**src/rtl/store_merge_unit.sv**
```systemverilog
// Store-side memory interface: executes sd/sw/sh/sb against a 64-bit memory
// without byte enables. Sub-doubleword stores read the aligned doubleword,
// merge the store bytes into their little-endian lanes and write it back.
module store_merge_unit #(
   parameter int unsigned READ_LAT = 2
) (
   input  logic        clk,
   input  logic        reset,
   input  logic        start,
   input  logic [31:0] inst,
   input  logic [63:0] addr,
   input  logic [63:0] rs2_data,
   input  logic [63:0] mem_rdata,
   output logic [63:0] mem_addr,
   output logic [63:0] mem_wdata,
   output logic        mem_wr,
   output logic        busy,
   output logic        done,
   output logic        err
);

   localparam int unsigned XLEN  = 64;
   localparam int unsigned CNT_W = 4;

   localparam logic [6:0] OP_STORE = 7'b0100011;
   localparam logic [2:0] F3_SB    = 3'b000;
   localparam logic [2:0] F3_SH    = 3'b001;
   localparam logic [2:0] F3_SW    = 3'b010;
   localparam logic [2:0] F3_SD    = 3'b011;

   typedef enum logic [2:0] {
      S_IDLE,
      S_READ,
      S_WRITE,
      S_DONE,
      S_FAULT
   } state_t;

   state_t            state;
   logic [2:0]        funct3_q;
   logic [XLEN-1:0]   addr_q;
   logic [XLEN-1:0]   rs2_q;
   logic [CNT_W-1:0]  cnt;
   logic              fault_c;
   logic [XLEN-1:0]   merged_c;

   // Only opcode and funct3 fields of the instruction matter here.
   logic unused_inst_bits;
   assign unused_inst_bits = ^{inst[31:15], inst[11:7]};

   // Memory is addressed by aligned doubleword of the latched address.
   assign mem_addr = {addr_q[XLEN-1:3], 3'b000};

   // Replace the addressed lane(s) of the old doubleword with store data.
   function automatic logic [XLEN-1:0] merge_lanes(input logic [2:0]      f3,
                                                    input logic [2:0]      lane,
                                                    input logic [XLEN-1:0] old,
                                                    input logic [XLEN-1:0] src);
      logic [XLEN-1:0] m;
      m = old;
      case (f3)
         F3_SB:   m[{lane, 3'b000} +: 8]          = src[7:0];
         F3_SH:   m[{lane[2:1], 4'b0000} +: 16]   = src[15:0];
         F3_SW:   m[{lane[2], 5'b00000} +: 32]    = src[31:0];
         default: m                               = src;
      endcase
      return m;
   endfunction

   // Classify an incoming request: illegal opcode/funct3 or misaligned address.
   always_comb begin
      fault_c = 1'b0;
      if (inst[6:0] != OP_STORE) begin
         fault_c = 1'b1;
      end else begin
         case (inst[14:12])
            F3_SB:   fault_c = 1'b0;
            F3_SH:   fault_c = addr[0];
            F3_SW:   fault_c = |addr[1:0];
            F3_SD:   fault_c = |addr[2:0];
            default: fault_c = 1'b1;
         endcase
      end
   end

   // Merge uses the read data present on the final READ cycle.
   always_comb begin
      merged_c = merge_lanes(funct3_q, addr_q[2:0], mem_rdata, rs2_q);
   end

   // Sequencer with registered strobes so mem_wr/done/err are glitch-free.
   always_ff @(posedge clk or posedge reset) begin
      if (reset) begin
         state     <= S_IDLE;
         funct3_q  <= '0;
         addr_q    <= '0;
         rs2_q     <= '0;
         cnt       <= '0;
         mem_wdata <= '0;
         mem_wr    <= 1'b0;
         busy      <= 1'b0;
         done      <= 1'b0;
         err       <= 1'b0;
      end else begin
         mem_wr <= 1'b0;
         done   <= 1'b0;
         err    <= 1'b0;
         case (state)
            S_IDLE: begin
               if (start) begin
                  funct3_q <= inst[14:12];
                  addr_q   <= addr;
                  rs2_q    <= rs2_data;
                  busy     <= 1'b1;
                  if (fault_c) begin
                     state <= S_FAULT;
                     done  <= 1'b1;
                     err   <= 1'b1;
                  end else if (inst[14:12] == F3_SD) begin
                     state     <= S_WRITE;
                     mem_wdata <= rs2_data;
                     mem_wr    <= 1'b1;
                  end else begin
                     state <= S_READ;
                     cnt   <= CNT_W'(READ_LAT - 1);
                  end
               end
            end
            S_READ: begin
               if (cnt == '0) begin
                  state     <= S_WRITE;
                  mem_wdata <= merged_c;
                  mem_wr    <= 1'b1;
               end else begin
                  cnt <= cnt - 1'b1;
               end
            end
            S_WRITE: begin
               state <= S_DONE;
               done  <= 1'b1;
            end
            S_DONE, S_FAULT: begin
               state <= S_IDLE;
               busy  <= 1'b0;
            end
            default: begin
               state <= S_IDLE;
               busy  <= 1'b0;
            end
         endcase
      end
   end

endmodule

```
**config.mk**
```make
export PLATFORM = sky130hd
export DESIGN_NAME = store_merge_unit
export DESIGN_NICKNAME = d
export VERILOG_FILES = /design/src/rtl/store_merge_unit.sv
export SDC_FILE = /design/constraint.sdc
export NUM_CORES = 1
export LEC_CHECK = 0
export ABC_AREA = 1
export CAP_MARGIN = 10
export CORE_AREA = 2 2 174 176
export DETAILED_ROUTE_END_ITERATION = 6
export DIE_AREA = 0 0 176 178
export PLACE_DENSITY = 0.78
export SLEW_MARGIN = 20
export SYNTH_ARGS = -nofsm -noshare
export SYNTH_HDL_FRONTEND = slang
export SYNTH_SLANG_ARGS = --single-unit
export TNS_END_PERCENT = 50
```
**constraint.sdc**
```tcl
create_clock -name clk -period 7.6 [get_ports clk]
set_input_delay 1.9 -clock clk [delete_from_list [all_inputs] [get_ports clk]]
set_output_delay 1.9 -clock clk [all_outputs]
set_load 0.01 [all_outputs]
```
==> flow_metrics.py <==
metrics = {
    "global_route": {
        "antenna_found_initial": 6,
        "grt_max_degree": 115,
        "first_global_vias": 13000,
        "grtUsageTotal_pct": 27.7,
        "grt_remaining_overflow": 0,
        "grt_pass1_wl_mm": 68.2,
    },
    "timing": {
        "relSlewSlack_pct": 29.8,
        "fin_tns_setup_ps": 0,
        "worstMarginPinSlew_ps": 1050,
        "rsz0062_at_grt": "false",
        "finalCriticalPeriod_ps": 3900,
        "slew_viol_final": 0,
        "post-route-period-util_pct": 51.4,
        "final_hold_viol_count": 0,
        "setup_violations": 0,
        "clock_skew_ps": 19.7,
        "fmax_ghz": 0.256,
    },
    "synth": {
        "synthCells": 1915,
        "synth-xor-area-share_pct": 0.133,
        "synth_edf_count": 0,
        "synthFlopType": "dfrtp_1",
        "synth_commonest_cells": "nand2_1, nor2_1, dfrtp_1",
        "yosys.area_share.simple_pct": 33.6,
        "seq_area_frac_synth_pct": 39.2,
        "muxShareOfSynthArea_pct": 5.22,
        "synth_area_mm2": 0.0132,
        "synth_fa_ha_area_share_pct": 0.951,
        "yosysMostFrequentCell": "nand2_1",
        "async_flop_share_pct": 100,
        "ys_top_cells_by_area": "dfrtp_1, nand2_1, nor2_1",
        "synth-seq-cells": 206,
        "synth_compound_area_share_pct": 7.93,
        "yosysWarnings": 0,
        "synth_top_family_by_area": "simple AND/OR/NAND/NOR gates",
        "synth_top_area_cell": "dfrtp_1",
        "ys_types": 31,
        "syn_avg_cell_area_um2": 6.87,
        "synth_top_area_share_pct": 39.2,
    },
    "drt": {
        "drt_iter0_markers": 1048,
        "drt-total-wl_mm": 44.1,
        "dr.pass1.iters": 5,
        "drc": 0,
        "viasPerCell": 5.22,
        "avgRoutedWirePerCell_um": 17.4,
        "drtAntennaViolNets": 0,
        "dr_total_vias": 13200,
    },
    "setup_path": {
        "critPathKind": "primary input to register",
        "reg2reg_to": "mem_wdata[11]$_DFFE_PP0P_",
        "cp.required_ps": 8030,
        "crit_arrival_ps": 4330,
        "worstPathMaxFanout": 95,
        "reg2reg_slack_ps": 3720,
        "r2r_start": "addr_q[2]$_DFFE_PP0P_",
        "startpoint_type": "primary input",
        "end_kind": "register",
        "r2r_cells": 13,
    },
    "hold_path": {
        "worstHoldStart": "mem_wdata[17]$_DFFE_PP0P_",
        "whs_path_depth": 2,
        "hold_class": "register to register",
        "whs_endpoint": "mem_wdata[17]$_DFFE_PP0P_",
    },
    "die": {
        "initial_core_util_pct": 44.8,
        "die_y_um": 178,
        "fp-row-count": 63,
        "die_x_um": 176,
        "die_area_mm2": 0.0313,
        "ios": 359,
        "coreArea_mm2": 0.0294,
    },
    "clock_tree": {
        "cts_tree": "built",
        "clk_pin_slew_ps": 60,
        "clockRootBuffer": "clkbuf_16",
        "cts.sinks": 206,
        "post-cts-setup-buffers": 0,
        "cts.path.max_buffers": 3,
        "cts_buffers": 24,
        "clk_latency_ps": 550,
        "ctsHoldBuffers": 0,
        "cts_resized": 0,
        "h-tree-depth": 1,
    },
    "run_status": {
        "status": "completed",
    },
    "place": {
        "hpwlAfterDp_mm": 31.5,
        "port_buffers": 333,
        "place_congestion": 0.958,
        "place_area_mm2": 0.0161,
    },
    "pwr": {
        "clkPwrFrac_pct": 16.3,
        "swShare_pct": 46.0,
        "p_int_w": 0.00390,
        "pwr-share-seq_pct": 28.1,
        "p_switching_w": 0.00332,
        "p_per_area_mw_per_mm2": 425,
        "comb_power_share_pct": 55.6,
        "power.leakage_nw": 8.31,
        "vdd_drop_max_mv": 0.251,
    },
    "finish": {
        "fillers": 2691,
        "stdcell_area_mm2": 0.0170,
        "syn_to_final_growth_pct": 29.0,
        "nets": 2360,
        "drive_above_1_share_pct": 6.96,
    },
    "flow_run": {
        "maxCapViolations": 0,
    },
}
==> sequential cells by signal, indices dropped and copies added, names as in the netlist <==
| register | cells |
|---|---|
| addr_q | 64 |
| busy | 1 |
| cnt | 4 |
| done | 1 |
| err | 1 |
| funct3_q | 3 |
| mem_wdata | 64 |
| mem_wr | 1 |
| rs2_q | 64 |
| state | 3 |
==> kinds of logic (layout without fill, tap and decap cells) <==
group,Yosys count,in the layout
buffers and inverters,365,589
adder cells (fa/ha/maj),10,10
AND/OR/NAND/NOR,1063,1063
multiplexers,61,61
flip-flops,206,206
XOR/XNOR,2,2
other,1,10
AO/OA/AOI/OAI,207,207
==> cell usage in the layout (no fill, tap or decap), types with 3 or more instances in the layout <==
cell	instances
nand2_1	598
clkdlybuf4s50_1	333
nor2_1	226
dfrtp_1	206
inv_1	183
nand3_1	169
a21oi_1	156
mux2_2	61
o21ai_0	48
nand4_1	41
clkbuf_16	24
buf_4	13
nor2_2	9
ha_1	9
clkinv_1	8
diode_2	7
inv_2	7
clkbuf_8	6
nor2_4	5
nand3_2	5
clkinv_2	5
clkbuf_1	4
nand2_2	3
conb_1	3
==> power groups by stage <==
stage	registers, W	logic, W	clock network [W]
floorplan	0.00196	0.00270	0
global placement	0.00201	0.00391	0
detailed placement	0.00204	0.00397	0
CTS	0.00202	0.00400	0.00120
global route	0.00209	0.00443	0.00124
finish	0.00203	0.00401	0.00117
==> through the flow <==
| step | utilization, % | setup slack (ps) | hold WS [ps] | cells | total power (W) |
|---|---|---|---|---|---|
| 6_report | 57.7 | 3700 | 477 | 2538 | 0.00721 |
| 5_1_grt | 57.7 | 3480 | 504 | 2534 | 0.00776 |
| 4_1_cts | 57.6 | 3680 | 482 | 2531 | 0.00722 |
| 3_5_place_dp | 54.9 | 3100 | 465 | 2487 | 0.00601 |
| 3_3_place_gp | 54.9 | 3160 | 462 | 2487 | 0.00593 |
| 2_1_floorplan | - | 75.9 | 470 | 1917 | 0.00466 |
==> area by class of cell <==
class                           count  area, um2  area share (%)
Multi-Input combinational cell   1346       6320            37.2
Sequential cell                   206       5150            30.4
Timing Repair Buffer              346       3430            20.2
Inverter                          199        754            4.45
Clock buffer                       34        698            4.11
Tap cell                          390        488            2.88
Clock inverter                     10        109           0.641
Antenna cell                        7       17.5           0.103
==> worst max-delay path: stages <==
cell and delay, ps:
clkdlybuf4s50_1 530, nand2_4 800, buf_4 650, mux2_2 400
==> worst max-delay path by stage <==
stage | from | to | slack (ps) | cells past startpoint
final | start | addr_q[18]$_DFFE_PP0P_ | 3700 | 4
after global routing | addr_q[2]$_DFFE_PP0P_ | mem_wdata[8]$_DFFE_PP0P_ | 3480 | 13
after CTS | start | addr_q[59]$_DFFE_PP0P_ | 3680 | 4
after detailed placement | start | addr_q[18]$_DFFE_PP0P_ | 3100 | 4
after global placement | start | addr_q[37]$_DFFE_PP0P_ | 3160 | 4
after floorplan | reset | addr_q[0]$_DFFE_PP0P_ | 80 | 1
==> metal layers <==
| metal | track usage, % | vias up | part of all wire, % |
|---|---|---|---|
| li1 | - | 6396 | - |
| met1 | 32.9 | 6126 | 38 |
| met2 | 47.6 | 612 | 48 |
| met3 | 7.31 | 109 | 9.5 |
| met4 | 11.8 | 0 | 4.1 |
| met5 | 0 | - | 0 |
Power figures use the tool's default switching activity.
